<file path="config.mk">
export PLATFORM = sky130hd
export DESIGN_NAME = serial_leading_one_detector
export DESIGN_NICKNAME = d
export VERILOG_FILES = /design/src/rtl/serial_leading_one_detector.sv
export SDC_FILE = /design/constraint.sdc
export NUM_CORES = 1
export LEC_CHECK = 0
export BUFFER_PORTS_ARGS = -buffer_cell sky130_fd_sc_hd__buf_2
export CELL_PAD_IN_SITES_DETAIL_PLACEMENT = 1
export CELL_PAD_IN_SITES_GLOBAL_PLACEMENT = 1
export CORE_MARGIN = 8
export CORE_UTILIZATION = 38
export DETAILED_ROUTE_END_ITERATION = 8
export GPL_ROUTABILITY_DRIVEN = 0
export HOLD_SLACK_MARGIN = 0.1
export PLACE_DENSITY = 0.78
export REMOVE_ABC_BUFFERS = 1
export SYNTH_ARGS = -nofsm -noshare
export SYNTH_HDL_FRONTEND = slang
export SYNTH_SLANG_ARGS = --single-unit
</file>
<file path="constraint.sdc">
create_clock -name clk -period 2.5 [get_ports clk]
set_input_delay 0.75 -clock clk [delete_from_list [all_inputs] [get_ports clk]]
set_output_delay 0.75 -clock clk [all_outputs]
set_load 0.02 [all_outputs]
</file>
<file path="src/rtl/serial_leading_one_detector.sv">
// Serial leading-one detector / normaliser.
// Scans a word MSB-first, CHUNK bits per cycle, over a valid/ready handshake.
module serial_leading_one_detector #(
  parameter int WIDTH = 32,
  parameter int CHUNK = 8,
  parameter int POS_W = $clog2(WIDTH+1)
) (
  input  logic             clk,
  input  logic             rst,
  input  logic             in_valid,
  output logic             in_ready,
  input  logic [WIDTH-1:0] in_word,
  output logic             out_valid,
  input  logic             out_ready,
  output logic [POS_W-1:0] out_pos,
  output logic             out_zero,
  output logic [WIDTH-1:0] out_norm,
  output logic             busy
);

  localparam int NCH = WIDTH / CHUNK;
  localparam int KW  = (NCH > 1) ? $clog2(NCH) : 1;
  localparam int LZW = (CHUNK > 1) ? $clog2(CHUNK) : 1;

  if ((CHUNK < 1) || ((WIDTH % CHUNK) != 0)) begin : g_bad_cfg
    $error("WIDTH must be a nonzero multiple of CHUNK");
  end

  typedef enum logic [1:0] {
    IDLE = 2'd0,
    SCAN = 2'd1,
    DONE = 2'd2
  } state_t;

  state_t           r_state;
  state_t           w_next;
  logic [WIDTH-1:0] r_scan;
  logic [KW-1:0]    r_k;
  logic [POS_W-1:0] r_pos;
  logic             r_zero;
  logic [WIDTH-1:0] r_norm;

  logic [CHUNK-1:0] w_chunk;
  logic             w_hit;
  logic [LZW-1:0]   w_lz;
  logic             w_last;
  logic [POS_W-1:0] w_pos;
  logic [WIDTH-1:0] w_norm;
  logic             w_accept;
  logic             w_retire;

  // r_scan holds the captured word pre-shifted by k*CHUNK,
  // so the chunk under test is always at the top.
  assign w_chunk  = r_scan[WIDTH-1 -: CHUNK];
  assign w_last   = (r_k == KW'(NCH-1));
  assign w_accept = (r_state == IDLE) && in_valid;
  assign w_retire = (r_state == DONE) && out_ready;

  always_comb begin
    w_hit = 1'b0;
    w_lz  = '0;
    for (int i = CHUNK-1; i >= 0; i--) begin
      if (!w_hit && w_chunk[i]) begin
        w_hit = 1'b1;
        w_lz  = LZW'(CHUNK-1-i);
      end
    end
  end

  assign w_pos  = POS_W'(WIDTH - int'(r_k)*CHUNK - int'(w_lz));
  assign w_norm = r_scan << w_lz;

  always_ff @(posedge clk or negedge rst) begin
    if (!rst) begin
      r_state <= IDLE;
    end else begin
      r_state <= w_next;
    end
  end

  always_comb begin
    w_next = r_state;
    unique case (r_state)
      IDLE: if (w_accept) w_next = SCAN;
      SCAN: if (w_hit || w_last) w_next = DONE;
      DONE: if (w_retire) w_next = IDLE;
      default: w_next = IDLE;
    endcase
  end

  always_ff @(posedge clk or negedge rst) begin
    if (!rst) begin
      r_scan <= '0;
      r_k    <= '0;
      r_pos  <= '0;
      r_zero <= 1'b0;
      r_norm <= '0;
    end else begin
      if (w_accept) begin
        r_scan <= in_word;
        r_k    <= '0;
      end else if (r_state == SCAN) begin
        if (w_hit) begin
          r_pos  <= w_pos;
          r_zero <= 1'b0;
          r_norm <= w_norm;
        end else if (w_last) begin
          r_pos  <= '0;
          r_zero <= 1'b1;
          r_norm <= '0;
        end else begin
          r_k    <= r_k + KW'(1);
          r_scan <= r_scan << CHUNK;
        end
      end
    end
  end

  assign in_ready  = (r_state == IDLE);
  assign busy      = (r_state != IDLE);
  assign out_valid = (r_state == DONE);
  assign out_pos   = r_pos;
  assign out_zero  = r_zero;
  assign out_norm  = r_norm;

endmodule

</file>
==> out/metrics.csv, run 1 <==
metric,value,unit
run_status,finished clean,
detailroute.via_count,4060,
synthesis.instances,475,
fmax,423,MHz
wl_per_cell,20.9,microns
netlist.top_cell.by_area,sky130_fd_sc_hd__dfrtp_1,
layout_min_cycle_time,2.36,ns
detailed_place.area,4780,sq um
final_area,4960,sq um
place_hpwl,10.3,mm
synth_most_common_cell,sky130_fd_sc_hd__nand2_1,
max_cap_violations,0,
rows,38,
rsz0062_at_grt,no,
dr_wl_met3,782,microns
antenna_violating_nets_post_route,0,
post_route_cells_drive_above_1_share,23.9,%
slew_viols_final,0,
final.setup_skew,0.0119,ns
utilization,45.8,%
ys_ff_latch,75,
avgViaCountPerCell,5.89,
via_count_of_the_first_global_routing_pass,4383,
top_level_ports,78,
synth.top_cell.area_share,44.6,%
clock_insertion_delay_worst_skew,0.37,ns
edff_count_synth,0,
synth.area.top_cells,"sky130_fd_sc_hd__dfrtp_1 (45%), sky130_fd_sc_hd__nand2_1 (7.9%), sky130_fd_sc_hd__a211oi_1 (6.1%), sky130_fd_sc_hd__a211o_1 (3.7%), sky130_fd_sc_hd__nor2_1 (3.4%)",
power_density_normalized_to_cell_area,1490,nW/um^2
violation_count_after_the_first_detailed_routing_iteration,293,
grt_max_degree,76,
cp_max_fanout,24,
worst-slew-pin-transition,0.678,ns
worstSetupStartpointType,register,
grt.overflow.total,0,
antenna_diodes,0,
totalNegativeSetupSlack,0,ns
synth-async-reset-ratio,100,%
nets,587,
critical_path_arrival,2.61,ns
report.final.setup_viol,0,
drt_pass1_iterations,4,
critPathCaptureType,register,
timing.hold.ws,0.395,ns
critical_path_required,2.75,ns
hold_class,in -> async,
initial_utilization,38.8,%
maxSlewHeadroom,54.8,%
cts_max_level,3,
synth_area_per_cell,8.85,sq um
clock_tree_from_tritoncts,yes,
cts_num_sinks,75,
r2r_setup_slack,0.14,ns
die_area,14700,sq um
grt_pass1_wl,23.5,mm
synth_top_flop_cell,sky130_fd_sc_hd__dfrtp_1,
max-vdd-ir-drop,0.000590,V
clk_pin_slew,0.08,ns
synth.top_cells.by_count,"sky130_fd_sc_hd__nand2_1 (88), sky130_fd_sc_hd__dfrtp_1 (75), sky130_fd_sc_hd__nor2_1 (38), sky130_fd_sc_hd__a211oi_1 (34), sky130_fd_sc_hd__nor3_1 (27)",
io_buffers,77,
grt.total_usage,20.4,%
cts_buffers,9,
yosys_synthesis_warning_count,0,
path_class,reg -> reg,
seq_area_frac_synth,44.6,%
routed_length_on_met2,7.05,mm
syn-cell-area,4210,sq um
finalWirelength,14.4,mm
detail_route.drc_violations,0,
r2r.worst_path.cells,7,
reg2reg_to,out_norm[11],
layout_worst_path_cycle_share,94.5,%
cts_buffer_depth,2,
die_width,121,microns
cts_hold_buffers,0,
area_delta_synth_final,18.1,%
routed.top_layer,met4,
ctsRootBufferMaster,sky130_fd_sc_hd__clkbuf_8,
core,10800,sq um
initial_antenna_violation_count,0,
rr_startpoint,r_scan[27],
drt-met1-wl,6.23,mm
leakagePower,2.33,nW
finalHoldViolations,0,
synthDistinctLibCells,51,
dieHeight,121,microns
where the power goes:
part / total, W / switching [W] / internal (W) / leakage, nW
Combinational: 0.00408 / 0.00255 / 0.00153 / 1.34
Sequential: 0.00243 / 0.000639 / 0.00179 / 0.898
Clock: 0.000874 / 0.000461 / 0.000413 / 0.0905
registers in the layout (all words and copies together), names as in the netlist:
signal    cells
out_norm     32
out_pos       6
r_k           2
r_scan       32
r_state       2
out_zero      1
how the worst max path moves through the flow:
| stage | start | to | depth (start not counted) |
|---|---|---|---|
| 2_1_floorplan | r_scan[30] | r_state[1] | 4 |
| 3_3_place_gp | r_scan[27] | out_norm[21] | 7 |
| 3_5_place_dp | r_scan[27] | out_norm[11] | 7 |
| 4_1_cts | r_scan[28] | out_norm[11] | 7 |
| 5_1_grt | r_scan[27] | out_pos[5] | 11 |
| 6_report | r_scan[27] | out_norm[11] | 7 |
cells by family (layout without fill, tap and decap cells):
kind of cell               after synthesis  after routing  share of synthesized area, %
AOI/OAI and AO/OA                      144            144                          24.5
xor gates and xnor gates                 4              4                         0.833
adders and majority gates                7              7                          2.08
buffers and inverters                   48            122                          5.18
DFF                                     75             75                          44.6
muxes                                    7              7                          1.73
and+or+nand+nor                        190            190                          21.1
layout by cell type, fill, tap and decap left out, types with 2 or more instances in the layout:
| master | Yosys | layout |
|---|---|---|
| sky130_fd_sc_hd__o221ai_1 | 2 | 2 |
| sky130_fd_sc_hd__a211oi_1 | 34 | 34 |
| sky130_fd_sc_hd__o31ai_1 | 4 | 4 |
| sky130_fd_sc_hd__mux2i_1 | 5 | 5 |
| sky130_fd_sc_hd__clkbuf_1 | 20 | 3 |
| sky130_fd_sc_hd__clkbuf_8 | 0 | 11 |
| sky130_fd_sc_hd__nand2b_1 | 3 | 3 |
| sky130_fd_sc_hd__dfrtp_2 | 0 | 3 |
| sky130_fd_sc_hd__xor2_1 | 2 | 2 |
| sky130_fd_sc_hd__mux2_2 | 2 | 2 |
| sky130_fd_sc_hd__dfrtp_1 | 75 | 72 |
| sky130_fd_sc_hd__a22o_1 | 3 | 3 |
| sky130_fd_sc_hd__clkinv_2 | 0 | 2 |
| sky130_fd_sc_hd__o211ai_1 | 2 | 2 |
| sky130_fd_sc_hd__xnor2_1 | 2 | 2 |
| sky130_fd_sc_hd__nor3_1 | 27 | 27 |
| sky130_fd_sc_hd__and3_1 | 17 | 17 |
| sky130_fd_sc_hd__and3_2 | 4 | 4 |
| sky130_fd_sc_hd__buf_12 | 0 | 4 |
| sky130_fd_sc_hd__o21ai_0 | 22 | 22 |
| sky130_fd_sc_hd__a32oi_1 | 3 | 3 |
| sky130_fd_sc_hd__ha_1 | 7 | 7 |
| sky130_fd_sc_hd__nand2_1 | 88 | 88 |
| sky130_fd_sc_hd__and2_1 | 2 | 2 |
| sky130_fd_sc_hd__nor2_1 | 38 | 37 |
| sky130_fd_sc_hd__a221o_1 | 4 | 3 |
| sky130_fd_sc_hd__inv_1 | 9 | 9 |
| sky130_fd_sc_hd__o22ai_1 | 5 | 5 |
| sky130_fd_sc_hd__or3_1 | 3 | 3 |
| sky130_fd_sc_hd__a311oi_1 | 5 | 5 |
| sky130_fd_sc_hd__buf_2 | 14 | 76 |
| sky130_fd_sc_hd__buf_4 | 1 | 16 |
| sky130_fd_sc_hd__a211oi_2 | 2 | 2 |
| sky130_fd_sc_hd__a211o_1 | 18 | 18 |
| sky130_fd_sc_hd__a31oi_1 | 20 | 20 |
| sky130_fd_sc_hd__a21oi_1 | 12 | 12 |
timing repair:
action                     in CTS  in global routing
buffers inserted                0                  0
resized for setup               0                  5
setup endpoints to repair       0                  1
metal layers:
metal	up-vias	GRT usage (%)
met3	35	3.16
li1	1887	-
met1	2017	25.9
met4	0	9.10
met2	121	33.7
met5	-	0
metrics by stage:
stage	total power (W)	setup slack (ns)	instances
floorplan	0.00491	-0.464	437
global placement	0.00629	0.181	673
detailed placement	0.00648	0.170	673
CTS	0.00739	0.115	689
global route	0.00791	0.00322	689
finish	0.00739	0.138	689
area by class of cell:
type                            count  area (sq um)
Clock inverter                      2          10.0
Clock buffer                       14           163
Fill cell                        1334          5880
Tap cell                          140           175
Sequential cell                    75          1880
Timing Repair Buffer               96           581
Inverter                           10          37.5
Multi-Input combinational cell    352          2120
critical path: stages (launching register included):
cell	delay (ns)
sky130_fd_sc_hd__dfrtp_2	0.46
sky130_fd_sc_hd__nand2b_1	0.16
sky130_fd_sc_hd__a221o_2	0.42
sky130_fd_sc_hd__buf_4	0.24
sky130_fd_sc_hd__and3_2	0.21
sky130_fd_sc_hd__a211oi_1	0.34
sky130_fd_sc_hd__nor3_1	0.12
sky130_fd_sc_hd__a211o_1	0.29
No activity file was read; power rests on OpenSTA's default activity.
==> run 2, diff against run 1 <==
- CORE_UTILIZATION: 38 -> 42
- PLACE_DENSITY: 0.78 -> 0.82
- clock period: 2.5 -> 2.3 ns (I/O delays scaled with it)
==> run 2 against run 1 <==
The flow now finishes with violations (setup timing). Critical path depth did not move. Combinational power rose by 19%. Wire length rose by 2.1%. Hold slack got worse by 0.12 ns. Design area rose by 5.4%. Global-route usage rose by 1.6 points. Clock-buffer cell count fell by 3.
==> out/metrics.csv, run 2 (same netlist as run 1, synthesis figures left out) <==
metric,value,unit,change
run_status,"complete, but fails checks",,was finished clean
failed_checks,setup timing,,
netSwitchingFraction,47.9,%,was 49.4%
power.clock.fraction,14.5,%,was 11.8%
final_cell_mix,"sky130_fd_sc_hd__nand2_1 (87), sky130_fd_sc_hd__buf_2 (76), sky130_fd_sc_hd__dfrtp_1 (72), sky130_fd_sc_hd__nor2_1 (37), sky130_fd_sc_hd__nor3_1 (26)",,"was sky130_fd_sc_hd__nand2_1 (88), sky130_fd_sc_hd__buf_2 (76), sky130_fd_sc_hd__dfrtp_1 (72), sky130_fd_sc_hd__nor2_1 (37), sky130_fd_sc_hd__a211oi_1 (34)"
cts_num_sinks,75,,unchanged
slew_viols_final,0,,unchanged
grt.total_usage,22.0,%,was 20.4%
final.setup_skew,0.0119,ns,about the same
chain_of_cells_forming_the_critical_path,"nor4_4, nand3_4, buf_4, and3_1, a211oi_2, nor3_1, a211o_1",,"was nand2b_1, a221o_2, buf_4, and3_2, a211oi_1, nor3_1, a211o_1"
ctsRootBufferMaster,sky130_fd_sc_hd__clkbuf_8,,unchanged
slowest_stage,sky130_fd_sc_hd__dfrtp_2,,unchanged
cts_buffer_depth,2,,unchanged
core,9730,sq um,was 10800 sq um
cellInternalPower,0.00458,W,was 0.00374 W
r2r_setup_slack,-0.008,ns,was 0.14 ns
report.final.setup_viol,1,,was 0
worstSetupStartpointType,register,,unchanged
totalNegativeSetupSlack,-0.00804,ns,was 0 ns
area_delta_synth_final,24.4,%,was 18.1%
post_route_cells_drive_above_1_share,29.6,%,was 23.9%
clock_tree_from_tritoncts,yes,,unchanged
maxSlewHeadroom,55.6,%,was 54.8%
detail_route.drc_violations,0,,unchanged
dieHeight,116,microns,was 121 microns
critical_path_arrival,2.55,ns,was 2.61 ns
max-vdd-ir-drop,0.000698,V,was 0.000590 V
worst-slew-pin-transition,0.666,ns,was 0.678 ns
path_class,reg -> reg,,unchanged
cts_buffers,9,,unchanged
detailroute.via_count,4178,,was 4060
die_width,116,microns,was 121 microns
clk_pin_slew,0.08,ns,about the same
wl_per_cell,21.4,microns,was 20.9 microns
grt.overflow.total,0,,unchanged
drt_pass1_iterations,5,,was 4
grt_pass1_wl,23.2,mm,was 23.5 mm
avgViaCountPerCell,6.08,,was 5.89
utilization,53.8,%,was 45.8%
cp_slowest_stage_delay,0.48,ns,was 0.46 ns
place_hpwl,10.2,mm,was 10.3 mm
rows,36,,was 38
cp_max_fanout,20,,was 24
critPathCaptureType,register,,unchanged
cts_max_level,3,,unchanged
p_seq_share,30.3,%,was 32.9%
fmax,433,MHz,was 423 MHz
via_count_of_the_first_global_routing_pass,4394,,was 4383
layout_min_cycle_time,2.31,ns,was 2.36 ns
final_cell_count_no_fill,687,,was 689
power_density_normalized_to_cell_area,1680,nW/um^2,was 1490 nW/um^2
violation_count_after_the_first_detailed_routing_iteration,275,,was 293
antenna_violating_nets_post_route,0,,unchanged
antenna_diodes,0,,unchanged
finalWirelength,14.7,mm,was 14.4 mm
critical_path_required,2.55,ns,was 2.75 ns
net-switching-power,0.00421,W,was 0.00365 W
reg2reg_to,out_norm[7],,was out_norm[11]
hold_class,in -> async,,unchanged
r2r.worst_path.cells,7,,unchanged
layout_worst_path_cycle_share,100,%,was 94.5%
numPlacedInstances,670,,was 673
initial_utilization,43.2,%,was 38.8%
nets,592,,was 587
power.share.combinational,55.2,%,was 55.3%
top_level_ports,78,,unchanged
grt_max_degree,45,,was 76
die_area,13500,sq um,was 14700 sq um
rr_startpoint,r_scan[28],,was r_scan[27]
timing.final.ws_setup,-0.00804,ns,was 0.138 ns
clock_insertion_delay_worst_skew,0.36,ns,was 0.37 ns
layout_commonest_cell,sky130_fd_sc_hd__nand2_1,,unchanged
leakagePower,2.42,nW,was 2.33 nW
io_buffers,77,,unchanged
initial_antenna_violation_count,0,,unchanged
max_cap_violations,0,,unchanged
finalHoldViolations,0,,unchanged
==> run 2: cell types whose count changed in the layout (fill, tap and decap cells not counted), sizes merged <==
cell	delta
buf	+5
bufinv	+3
clkbuf	-3
==> run 2: area by class of cell <==
cell class	instances	area, sq um
inverter	10	37.5
clock inverter	5	100
clock buffer	11	141
fill	1173	4500
multi-input combinational	352	2260
timing repair buffer	101	647
tap	133	166
sequential	75	1880
==> run 2: critical path: cells and delay by family (launching register included) <==
kind | cells | cell delay [ns]
buffers and inverters | 1 | 0.22
AOI/OAI and AO/OA | 2 | 0.58
and+or+nand+nor | 4 | 0.90
DFF | 1 | 0.48
==> run 2: routing by layer <==
metal / vias to the layer above / GRT usage [%] / routed length, microns
li1: 1889 / - / -
met1: 2109 / 28.0 / 6340
met2: 152 / 37.0 / 7260
met3: 28 / 3.70 / 837
met4: 0 / 7.69 / 278
met5: - / 0 / 0
==> run 2: repair_timing <==
item | in CTS | in global routing
endpoints found under the setup margin | 1 | 12
setup buffers | 0 | 1
pin swaps | 0 | 4
hold buffers | 0 | 0
endpoints found under the hold margin | 0 | 0
resized for setup | 1 | 34
==> run 2: worst max path at each step <==
stage,start,endpoint,slack (ns),cells past startpoint
after global routing,r_scan[28],out_norm[7],-0.09,7
final,r_scan[28],out_norm[7],-0.008,7
after CTS,r_scan[27],out_pos[5],0.03,11
after global placement,r_scan[27],out_norm[21],0.1,7
after detailed placement,r_scan[25],out_pos[5],0.03,11
after floorplan,r_scan[30],r_state[1],-0.66,4
==> run 2: through the flow <==
| stage | worst slack, ns | power [W] | instance area, sq um | hold WS [ns] |
|---|---|---|---|---|
| after detailed placement | 0.0282 | 0.00706 | 4830 | 0.471 |
| after global routing | -0.0910 | 0.00929 | 5230 | 0.298 |
| after floorplan | -0.664 | 0.00534 | 4030 | 0.394 |
| after CTS | 0.0257 | 0.00839 | 5070 | 0.282 |
| final | -0.00804 | 0.00879 | 5230 | 0.277 |
| after global placement | 0.0980 | 0.00689 | 4830 | 0.453 |
==> run 2: power groups by stage <==
stage          sequential, W  combinational [W]  clock, W
6_report             0.00266            0.00485   0.00128
5_1_grt              0.00273            0.00522   0.00134
4_1_cts              0.00259            0.00452   0.00128
3_5_place_dp         0.00260            0.00446         0
3_3_place_gp         0.00256            0.00432         0
2_1_floorplan        0.00282            0.00252         0
